**src/rtl/cpu_run_ctrl.sv**
```systemverilog
// Run/programming controller for the 8-bit CPU: input synchronizers, step-button
// debounce, auto-rate clock-enable divider and the RUN/PROG/WRITE/EXIT sequencer.
module cpu_run_ctrl #(
  parameter int AUTO_DIV        = 25000000,
  parameter int DEBOUNCE_CYCLES = 1000000,
  parameter int SYNC_STAGES     = 2
) (
  input  logic       clk,
  input  logic       reset,
  input  logic       clk_auto_en,
  input  logic       clk_step,
  input  logic       programming_en,
  input  logic [7:0] ProgrammingAddress,
  input  logic [7:0] ProgrammingData,
  output logic       cpu_ce,
  output logic       cpu_hold,
  output logic       cpu_reset,
  output logic       mem_sel,
  output logic [7:0] mem_addr,
  output logic [7:0] mem_data,
  output logic       mem_we,
  output logic [1:0] ctrl_state
);

  localparam int IN_W  = 19;
  localparam int CNT_W = (DEBOUNCE_CYCLES > 2) ? $clog2(DEBOUNCE_CYCLES) : 1;
  localparam int DIV_W = (AUTO_DIV > 2) ? $clog2(AUTO_DIV) : 1;

  typedef enum logic [1:0] {
    RUN   = 2'd0,
    PROG  = 2'd1,
    WRITE = 2'd2,
    EXIT  = 2'd3
  } state_t;

  state_t state;

  // Switches are treated as quasi-static, so the address/data bus shares the
  // plain flop chain with the control bits.
  logic [IN_W-1:0] sync_q [SYNC_STAGES];
  logic            auto_s, step_s, prog_s;
  logic [7:0]      addr_s, data_s;

  // NOTE: every stage of the synchronizer array is reset explicitly; a register
  // array left unreset would power up with random levels on the CPU side.
  always_ff @(posedge clk or posedge reset) begin
    if (reset) begin
      for (int i = 0; i < SYNC_STAGES; i++) sync_q[i] <= '0;
    end else begin
      // NOTE: non-blocking assignments make each stage take its neighbour's
      // old value, which is what forms a shift chain.
      sync_q[0] <= {clk_auto_en, clk_step, programming_en, ProgrammingAddress, ProgrammingData};
      for (int i = 1; i < SYNC_STAGES; i++) sync_q[i] <= sync_q[i-1];
    end
  end

  assign {auto_s, step_s, prog_s, addr_s, data_s} = sync_q[SYNC_STAGES-1];

  logic             deb, deb_d;
  logic [CNT_W-1:0] cnt;
  logic             step_edge;

  always_ff @(posedge clk or posedge reset) begin
    if (reset) begin
      deb   <= 1'b0;
      deb_d <= 1'b0;
      cnt   <= '0;
    end else begin
      deb_d <= deb;
      if (step_s == deb) begin
        cnt <= '0;
      end else if (cnt == CNT_W'(DEBOUNCE_CYCLES - 1)) begin
        deb <= step_s;
        cnt <= '0;
      end else begin
        cnt <= cnt + CNT_W'(1);
      end
    end
  end

  assign step_edge = deb & ~deb_d;

  logic [DIV_W-1:0] divcnt;
  logic             tick;

  assign tick = (divcnt == DIV_W'(AUTO_DIV - 1));

  always_ff @(posedge clk or posedge reset) begin
    if (reset) begin
      divcnt <= '0;
    end else if (state != RUN || !auto_s) begin
      divcnt <= '0;
    end else if (tick) begin
      divcnt <= '0;
    end else begin
      divcnt <= divcnt + DIV_W'(1);
    end
  end

  // Strobes default low each cycle so every pulse is exactly one cycle wide.
  always_ff @(posedge clk or posedge reset) begin
    if (reset) begin
      state     <= RUN;
      cpu_ce    <= 1'b0;
      cpu_hold  <= 1'b0;
      cpu_reset <= 1'b0;
      mem_we    <= 1'b0;
      mem_addr  <= 8'h00;
      mem_data  <= 8'h00;
    end else begin
      cpu_ce    <= 1'b0;
      cpu_reset <= 1'b0;
      mem_we    <= 1'b0;
      case (state)
        RUN: begin
          if (prog_s) begin
            state    <= PROG;
            cpu_hold <= 1'b1;
          end else begin
            cpu_ce <= auto_s ? tick : step_edge;
          end
        end
        PROG: begin
          if (step_edge) begin
            state    <= WRITE;
            mem_we   <= 1'b1;
            mem_addr <= addr_s;
            mem_data <= data_s;
          end else if (!prog_s) begin
            state     <= EXIT;
            cpu_reset <= 1'b1;
          end
        end
        WRITE: begin
          if (prog_s) begin
            state <= PROG;
          end else begin
            state     <= EXIT;
            cpu_reset <= 1'b1;
          end
        end
        EXIT: begin
          state    <= RUN;
          cpu_hold <= 1'b0;
        end
        default: begin
          state    <= RUN;
          cpu_hold <= 1'b0;
        end
      endcase
    end
  end

  assign mem_sel    = cpu_hold;
  assign ctrl_state = state;

endmodule

```
**config.mk**
```make
export PLATFORM = sky130hd
export DESIGN_NAME = cpu_run_ctrl
export DESIGN_NICKNAME = d
export VERILOG_FILES = /design/src/rtl/cpu_run_ctrl.sv
export SDC_FILE = /design/constraint.sdc
export NUM_CORES = 1
export LEC_CHECK = 0
export BUFFER_PORTS_ARGS = -buffer_cell sky130_fd_sc_hd__buf_2
export CAP_MARGIN = 20
export CORE_UTILIZATION = 40
export CTS_BUF_LIST = sky130_fd_sc_hd__clkbuf_8
export CTS_CLUSTER_SIZE = 30
export DETAILED_ROUTE_END_ITERATION = 8
export GPL_ROUTABILITY_DRIVEN = 0
export PLACE_DENSITY = 0.59
export SLEW_MARGIN = 20
export SYNTH_ARGS = -nofsm -noshare
export SYNTH_HDL_FRONTEND = slang
export SYNTH_SLANG_ARGS = --single-unit
```
**constraint.sdc**
```tcl
create_clock -name clk -period 4.3 [get_ports clk]
set_clock_uncertainty 0.15 [all_clocks]
set_input_delay 0.215 -clock clk [delete_from_list [all_inputs] [get_ports clk]]
set_output_delay 0.215 -clock clk [all_outputs]
set_load 0.02 [all_outputs]
```
==> Word-level counts from Yosys, hierarchy flattened <==
Cells that the tools add are included.
{ "word_totals": {"inputBits": 21, "ff_bits": 107, "word_cells": 54, "output_inout_bits": 23} }
{ "op_classes": {"n_reduce_logical": 9, "mux": 19, "addsub": 2, "n_eq_ne": 8, "bitwise_logic": 3} }
{ "op_table": {"columns": ["op", "n"], "rows": [
  ["2-to-1 mux 25 bit", 2],
  ["2-to-1 mux 20 bit", 2],
  ["adder 25 x 1 -> 25 bit, second input constant", 1],
  ["== test 25 bit, second input constant", 1],
  ["adder 20 x 1 -> 20 bit, second input constant", 1],
  ["== test 20 bit, second input constant", 1],
  ["2-to-1 mux 1 bit", 8],
  ["2-to-1 mux 2 bit", 4],
  ["case mux 2 bit (4 select lines)", 1],
  ["AND reduction 2 bit", 4],
  ["== test 2 bit, second input constant", 2],
  ["case mux 1 bit (2 select lines)", 2],
  ["nonzero test 2 bit", 2],
  ["!= test 3 bit, second input constant", 1],
  ["== test 2 x 1 -> 1 bit, second input constant", 1],
  ["zero test 2 bit", 1],
  ["!= test 2 bit, second input constant", 1],
  ["inverter 1 bit", 2],
  ["bitwise AND 1 bit", 1],
  ["== test 1 bit", 1],
  ["zero test 1 bit", 1],
  ["logical OR 1 bit", 1]
]} }

==> Longest topological paths before layout <==
Gate-level depths: netlist of the first run.
{ "logic_depth": {"depth_word": 5, "ltp_mapped": 7, "mapped_depth_nobuf": 6} }

==> Worst setup path after synthesis of the first run <==
OpenSTA, ideal clock, no wires.
{ "synth_timing": {"path_kind": "flip-flop to flip-flop", "from": "reg cnt[0]", "to": "reg cnt[10]", "t_arrival_ps": 1707, "stages_incl_launch_ff": 7, "required_ps": 4018, "synth_period_minus_slack_ps": 1989, "slack_ps": 2311, "path_cell_list": "dfrtp_1 > ha_1 > clkbuf_1 > nand4_1 > o31ai_2 > clkbuf_1 > nor2_1"} }
{ "synth_between": {"elab_chain_cells": 3, "elab_cells_between_ends": 4, "cone_classes": "1 x add/sub; 1 x eq/ne; 2 x mux"} }
{ "synth_lines": {"columns": ["item", "line_no", "source"], "rows": [
  ["start, declared", "60", "logic [CNT_W-1:0] cnt;"],
  ["start signal, assigned", "76", "cnt <= cnt + CNT_W'(1);"],
  ["adder 20 x 1 -> 20 bit or == test 20 bit (tied branches)", "76, 72", null],
  ["2-to-1 mux 20 bit (*)", "72", "end else if (cnt == CNT_W'(DEBOUNCE_CYCLES - 1)) begin"],
  ["2-to-1 mux 20 bit (*)", "70", "if (step_s == deb) begin"]
]} }
Mark *: on every way between the ends. The rest lies on a longest branch, timed or not.
A chain may end at the register's enable or synchronous reset.

==> Final worst setup path of the first run <==
{ "layout_timing": {"from": "reg state[1], in the netlist ctrl_state[1]", "to": "reg mem_data[1]"} }
{ "layout_between": {"elab_chain_cells": 2} }
{ "layout_lines": {"columns": ["item", "line_no", "source"], "rows": [
  ["start, declared", "36", "state_t state;"],
  ["start signal, assigned", "103", "state <= RUN;"],
  ["start signal, assigned", "117", "state <= PROG;"],
  ["start signal, assigned", "125", "state <= WRITE;"],
  ["== test 2 x 1 -> 1 bit", "114", "case (state)"],
  ["AND reduction 2 bit (no line)", null, null],
  ["end signal, assigned", "128", "mem_data <= data_s;"],
  ["end, declared", "20", "output logic [7:0] mem_data,"]
]} }
No other way between the ends.

==> results of run 1 <==
[layout by cell type, fill, tap and decap left out, drive strengths merged]
cell type    synthesis  layout
a211oi               1       1
a21oi               20      20
a31o                 1       1
a31oi                1       1
and2                 4       4
and3                 5       5
and4                 5       5
buf                  5      46
clkbuf               7      11
clkinv               1       3
clkinvlp             0       1
dfrtp              107     107
dlygate4sd3          0      20
ha                   6       6
inv                 12      14
mux2                 1       1
mux2i                1       1
nand2               62      62
nand2b               1       1
nand3               19      19
nand3b               3       3
nand4               12      12
nor2                29      29
nor2b                1       1
nor3                 4       4
nor3b                3       3
nor4                 6       6
nor4b                1       1
o21a                 1       1
o21ai               10      10
o22a                 1       1
o31ai               11      11
or2                  1       1
or3                  7       7
or4                 10      10
xnor2                9       9
xor2                15      15
[area by class of cell]
cell class                      instances  share of cell area (%)
Clock buffer                           11                    3.03
Clock inverter                          5                   0.701
Inverter                               13                    1.03
Multi-Input combinational cell        251                    29.5
Sequential cell                       107                    53.6
Tap cell                              136                    3.41
Timing Repair Buffer                   66                    8.77
[cell usage after synthesis (all sizes together), types with 3 or more instances]
master / count
nand4: 12
dfrtp: 107
or3: 7
ha: 6
xnor2: 9
clkbuf: 7
nor3: 4
nand2: 62
and2: 4
buf: 5
o21ai: 10
xor2: 15
o31ai: 11
or4: 10
nor2: 29
nand3b: 3
inv: 12
and3: 5
nor4: 6
a21oi: 20
and4: 5
nor3b: 3
nand3: 19
[registers in the layout, indices dropped and copies added, names as in the netlist]
signal      count
addr_s          8
auto_s          1
cnt            20
cpu_ce          1
cpu_hold        1
cpu_reset       1
ctrl_state      2
data_s          8
deb             1
deb_d           1
divcnt         25
mem_addr        8
mem_data        8
mem_we          1
prog_s          1
step_s          1
sync_q         19
[through the flow]
step                cells  util (%)  hold WS [ps]
global route          589      48.4           209
global placement      553      44.6           173
finish                589      48.4           205
CTS                   589      48.4           207
floorplan             383         -          96.4
detailed placement    553      44.6           174
[power breakdown]
part	total, mW	switching, mW	internal [mW]
registers	1.08	0.0332	1.05
clock network	0.572	0.328	0.245
logic	0.237	0.144	0.0925
[metal layers]
layer  track usage (%)  vias to the layer above
li1                  -                     1450
met1              21.4                     1425
met2              22.7                       60
met3              2.41                       14
met4              8.55                        0
met5                 0                        -
[logic make-up after synthesis]
group                    count (synthesis)
flip-flops                             107
multiplexers                             2
adder cells (fa/ha/maj)                  6
AO/OA/AOI/OAI                           46
XOR/XNOR                                24
AND/OR/NAND/NOR                        173
buffers and inverters                   25
[worst register-to-register path: stages (launching register included)]
cell and delay [ps]:
dfrtp_1 430, inv_1 110, ha_1 240, nand3b_1 520, clkinv_1 620, nand2_1 220, nand2_1 70
[repair_timing]
action                     CTS  global route
setup endpoints to repair    0             0
hold endpoints to repair    93             0
hold buffers                20             0
[worst paths after layout]
path	depth (start not counted)	end	from
setup reg to reg	6	mem_data[1]	ctrl_state[1]
hold reg to reg	0	auto_s	sync_q[37]
hold / removal	0	auto_s	sync_q[37]
max in group asynchronous	4	divcnt[4]	reset
min in group asynchronous	3	data_s[3]	reset
setup / recovery	6	mem_data[1]	ctrl_state[1]
==> impl_metrics.csv, run 1 <==
group,metric,value,unit
routing,wl_met3,252,um
power,finalPower,1.89,mW
critical_path,r2r_slack,1830,ps
grt,grt-ovfl-total,0,
routing,via_count,2949,
grt,grt_pass1_wl,13400,um
power,ir_worst_vdd,147,uV
synth,postSynthAreaPerCell,11.1,um^2
critical_path,path_common_cell,"nand2_1",
clock_tree,path_clk_slew,90,ps
grt,grt_max_degree,76,
finish,seq_area,2680,um^2
critical_path,crit_buf_inv,2,
critical_path,slowest_delay,620,ps
synth,synthDistinctLibCells,43,
finish,multi_input_area,1470,um^2
routing,detail_route.wl_per_cell,13.0,um
synth,synth_compound_area_share,6.69,%
place,placed_cell_area,4610,um^2
critical_path,crit_slowest_cell,"clkinv_1",
synth,synth_fa_ha_area_share,1.76,%
synth,syn-cell-area,4260,um^2
synth,synth_simple_gate_area_share,20.7,%
critical_path,cp.required,4410,ps
synth,yosys.area.top_type,"dfrtp_1",
synth,synthArstFlopShare,100,%
synth,ys_seq_area_share,62.8,%
sta,worst_slack,1830,ps
critical_path,cp-start-kind,"flip-flop",
critical_path,path_delay_family,"simple AND/OR/NAND/NOR gates",
clock_tree,cts-resized-gates,0,
routing,first_iter_violations,190,
sta,final_max_slew_viol_count,0,
clock_tree,cts_root_buffer,"clkbuf_8",
critical_path,endpoint_kind,"flip-flop",
power,power_density,378,nW/um^2
synth,yosys-top-cells-area,"dfrtp_1, nand2_1, xor2_1",
routing,drc,0,
synth,ys_seq_elements,107,
routing,first_pass_iters,4,
clock_tree,cts_setup_buffers,0,
floorplanning,num_io_pins,44,
synth,synthXorXnorAreaFrac,4.93,%
sta,finalCritPeriodShare,57.5,%
grt,grt_use_total,15.3,%
clock_tree,cts.sinks,107,
clock_tree,insertion_delay,360,ps
finish,nets,475,
place,place_ws,1760,ps
floorplanning,die-area,11100,um^2
synth,yosys_warnings,0,
grt,antenna_found_initial,0,
outcome,status,"completed",
critical_path,cp_cell_sequence,"inv_1 -> ha_1 -> nand3b_1 -> clkinv_1 -> nand2_1 -> nand2_1",
routing,route.met2.wl,3430,um
min_path,min_path_type,"flip-flop to flip-flop",
grt,grt_pass1_vias,2827,
critical_path,arrival,2580,ps
routing,wl_met1,3770,um
synth,synth_edf_count,0,
routing,top_layer,"met4",
routing,routed_via_density,5.01,
finish,area.growth.synth_to_final,17.2,%
synth,synth_top_family_by_area,"simple AND/OR/NAND/NOR gates",
floorplanning,die_width,105,um
sta,rsz0062_at_grt,"false",
synth,synth-main-ff-cell,"dfrtp_1",
floorplanning,start_util,41.3,%
place,port_buffers,43,
sta,worstMarginPinSlew,883,ps
synth,synth_top_area_share,62.8,%
clock_tree,cts_tree,"done",
synth,synthCells,383,
place,dp_hpwl,4950,um
critical_path,crit_fanout,17,
sta,setup-violations-final,0,
sta,period_minus_slack,2470,ps
floorplanning,rows,37,
synth,muxShareOfSynthArea,0.499,%
finish,drive_gt1_share,16.3,%
finish,n_fill_cell,958,
clock_tree,cts_buffer_depth,2,
critical_path,criticalPathCategory,"flip-flop to flip-flop",
flow_run,cap_violations,0,
sta,max_freq,0.404,GHz
synth,synth_nets,410,
sta,finalSetupTns,0,ps
floorplanning,coreArea,10300,um^2
sta,slew_headroom,41.2,%
finish,postLayoutCellArea,5000,um^2
clock_tree,htreeDepth,3,
routing,routed_wl,7640,um
finish,diodes,0,
routing,ant_nets,0,
clock_tree,cts_buffers,9,
power,p_leak,2.27,nW
sta,hold_viol,0,
floorplanning,die_h,105,um
Power figures use the tool's default switching activity.
==> inputs of run 2 (changes only) <==
clock period = 2.6 ns   (was 4.3 ns; I/O delays follow)
==> run 2 against run 1 <==
Net effect:
- cell count unchanged
- register-to-register slack lost 1400 ps
- via count shrank 0.58%
- critical path type unchanged
- critical path depth is 2 lower
- maximum frequency rose by 16%
==> impl_metrics.csv, run 2 (synthesized netlist as in run 1, its figures left out) <==
group,metric,value,unit
outcome,status,"completed",
clock_tree,cts_root_buffer,"clkbuf_8",
finish,nets,477,
critical_path,endpoint_kind,"flip-flop",
critical_path,arrival,2270,ps
place,dp_hpwl,5170,um
sta,finalSetupTns,0,ps
critical_path,crit_fanout,14,
critical_path,cp.required,2740,ps
sta,hold_viol,0,
grt,grt-ovfl-total,0,
routing,routed_wl,7650,um
sta,finalCritPeriodShare,81.7,%
place,placed_cells,555,
clock_tree,cts_tree,"done",
power,power_density,633,nW/um^2
floorplanning,die-area,11100,um^2
grt,antenna_found_initial,0,
grt,grt_pass1_vias,2819,
sta,slew_headroom,59.8,%
place,port_buffers,43,
floorplanning,die_h,105,um
sta,setup-violations-final,0,
finish,top_regs,"divcnt (25), cnt (20), sync_q (19)",
grt,grt_pass1_wl,13200,um
critical_path,cp-start-kind,"flip-flop",
floorplanning,die_width,105,um
routing,routed_via_density,4.98,
finish,final_cells,589,
sta,max_freq,0.471,GHz
min_path,min_path_type,"flip-flop to flip-flop",
floorplanning,start_util,41.3,%
routing,detail_route.wl_per_cell,13.0,um
clock_tree,cts-resized-gates,0,
clock_tree,path_clk_slew,90,ps
grt,grt_max_degree,54,
power,power.switching,0.828,mW
power,cellInternalPower,2.35,mW
routing,via_count,2932,
clock_tree,cts.sinks,107,
critical_path,criticalPathCategory,"flip-flop to flip-flop",
power,finalPower,3.18,mW
finish,final_common_cell,"dfrtp_1",
routing,first_pass_iters,4,
clock_tree,insertion_delay,360,ps
sta,fin_hold_ws,205,ps
finish,area.growth.synth_to_final,18.0,%
floorplanning,coreArea,10300,um^2
power,p_sw_share,26.0,%
finish,top_register,"divcnt",
finish,n_fill_cell,947,
routing,drc,0,
power,p_seq_share,56.1,%
floorplanning,num_io_pins,44,
clock_tree,cts_setup_buffers,0,
finish,final_cell_mix,"dfrtp_1, nand2_1, buf_2",
grt,grt_use_total,15.0,%
routing,ant_nets,0,
finish,final_util,48.7,%
critical_path,slowest_delay,630,ps
finish,drive_gt1_share,16.3,%
routing,first_iter_violations,169,
flow_run,cap_violations,0,
sta,period_minus_slack,2120,ps
finish,largest_reg_flops,25,
power,p_comb_share,12.5,%
power,clkPwrFrac,31.4,%
sta,final_max_slew_viol_count,0,
power,p_leak,2.27,nW
clock_tree,cts_buffer_depth,2,
finish,diodes,0,
clock_tree,cts_buffers,9,
critical_path,crit_slowest_cell,"or4_1",
floorplanning,rows,37,
sta,worstMarginPinSlew,601,ps
clock_tree,htreeDepth,3,
sta,rsz0062_at_grt,"false",
critical_path,cp_cell_sequence,"and4_1 -> nand4_1 -> or4_1 -> a21oi_1",
power,ir_worst_vdd,264,uV
==> run 2: layout make-up <==
type	instances	area, um^2	area share, %
inverter	13	52.6	1.05
sequential	107	2680	53.3
clock buffer	10	138	2.74
multi-input combinational	251	1470	29.3
clock inverter	4	51.3	1.02
tap	136	170	3.38
timing repair buffer	68	465	9.26
==> run 2: worst paths after layout <==
check / startpoint / end / slack, ps / depth (start not counted)
max: divcnt[11] / divcnt[22] / 480 / 4
min: sync_q[22] / data_s[3] / 200 / 0
max reg2reg: divcnt[11] / divcnt[22] / 480 / 4
min reg2reg: sync_q[22] / data_s[3] / 200 / 0
max in group asynchronous: reset / divcnt[10] / 1300 / 4
min in group asynchronous: reset / sync_q[28] / 220 / 3
==> run 2: repair_timing <==
item                                    4_1_cts  5_1_grt
hold buffers                                 20        0
endpoints found under the hold margin        43        0
endpoints found under the setup margin        0        0
==> run 2: per-stage QoR <==
| step | cell area [um^2] | setup slack [ps] |
|---|---|---|
| floorplan | 4270 | 611 |
| global placement | 4640 | 549 |
| detailed placement | 4640 | 467 |
| CTS | 5030 | 464 |
| global route | 5030 | 344 |
| finish | 5030 | 476 |
==> run 2: layer usage <==
layer  wire length [um]  global-route usage (%)  part of all wire [%]
met3                261                    2.16                   3.4
met2               3430                    23.1                    45
met4                157                    7.24                   2.1
met5                  0                       0                     0
met1               3800                    20.7                    50
==> run 2: critical path: cells and delay by family, from the launching register on <==
family          cells  cell delay [ps]
compound gates      1              150
flops               1              430
simple gates        3             1330
==> run 2: power by group through the flow <==
stage	Sequential (mW)	Clock, mW	Combinational (mW)
4_1_cts	1.79	1.03	0.404
2_1_floorplan	1.85	0	0.240
3_3_place_gp	1.82	0	0.374
5_1_grt	1.80	1.10	0.455
6_report	1.79	1.00	0.397
3_5_place_dp	1.82	0	0.378
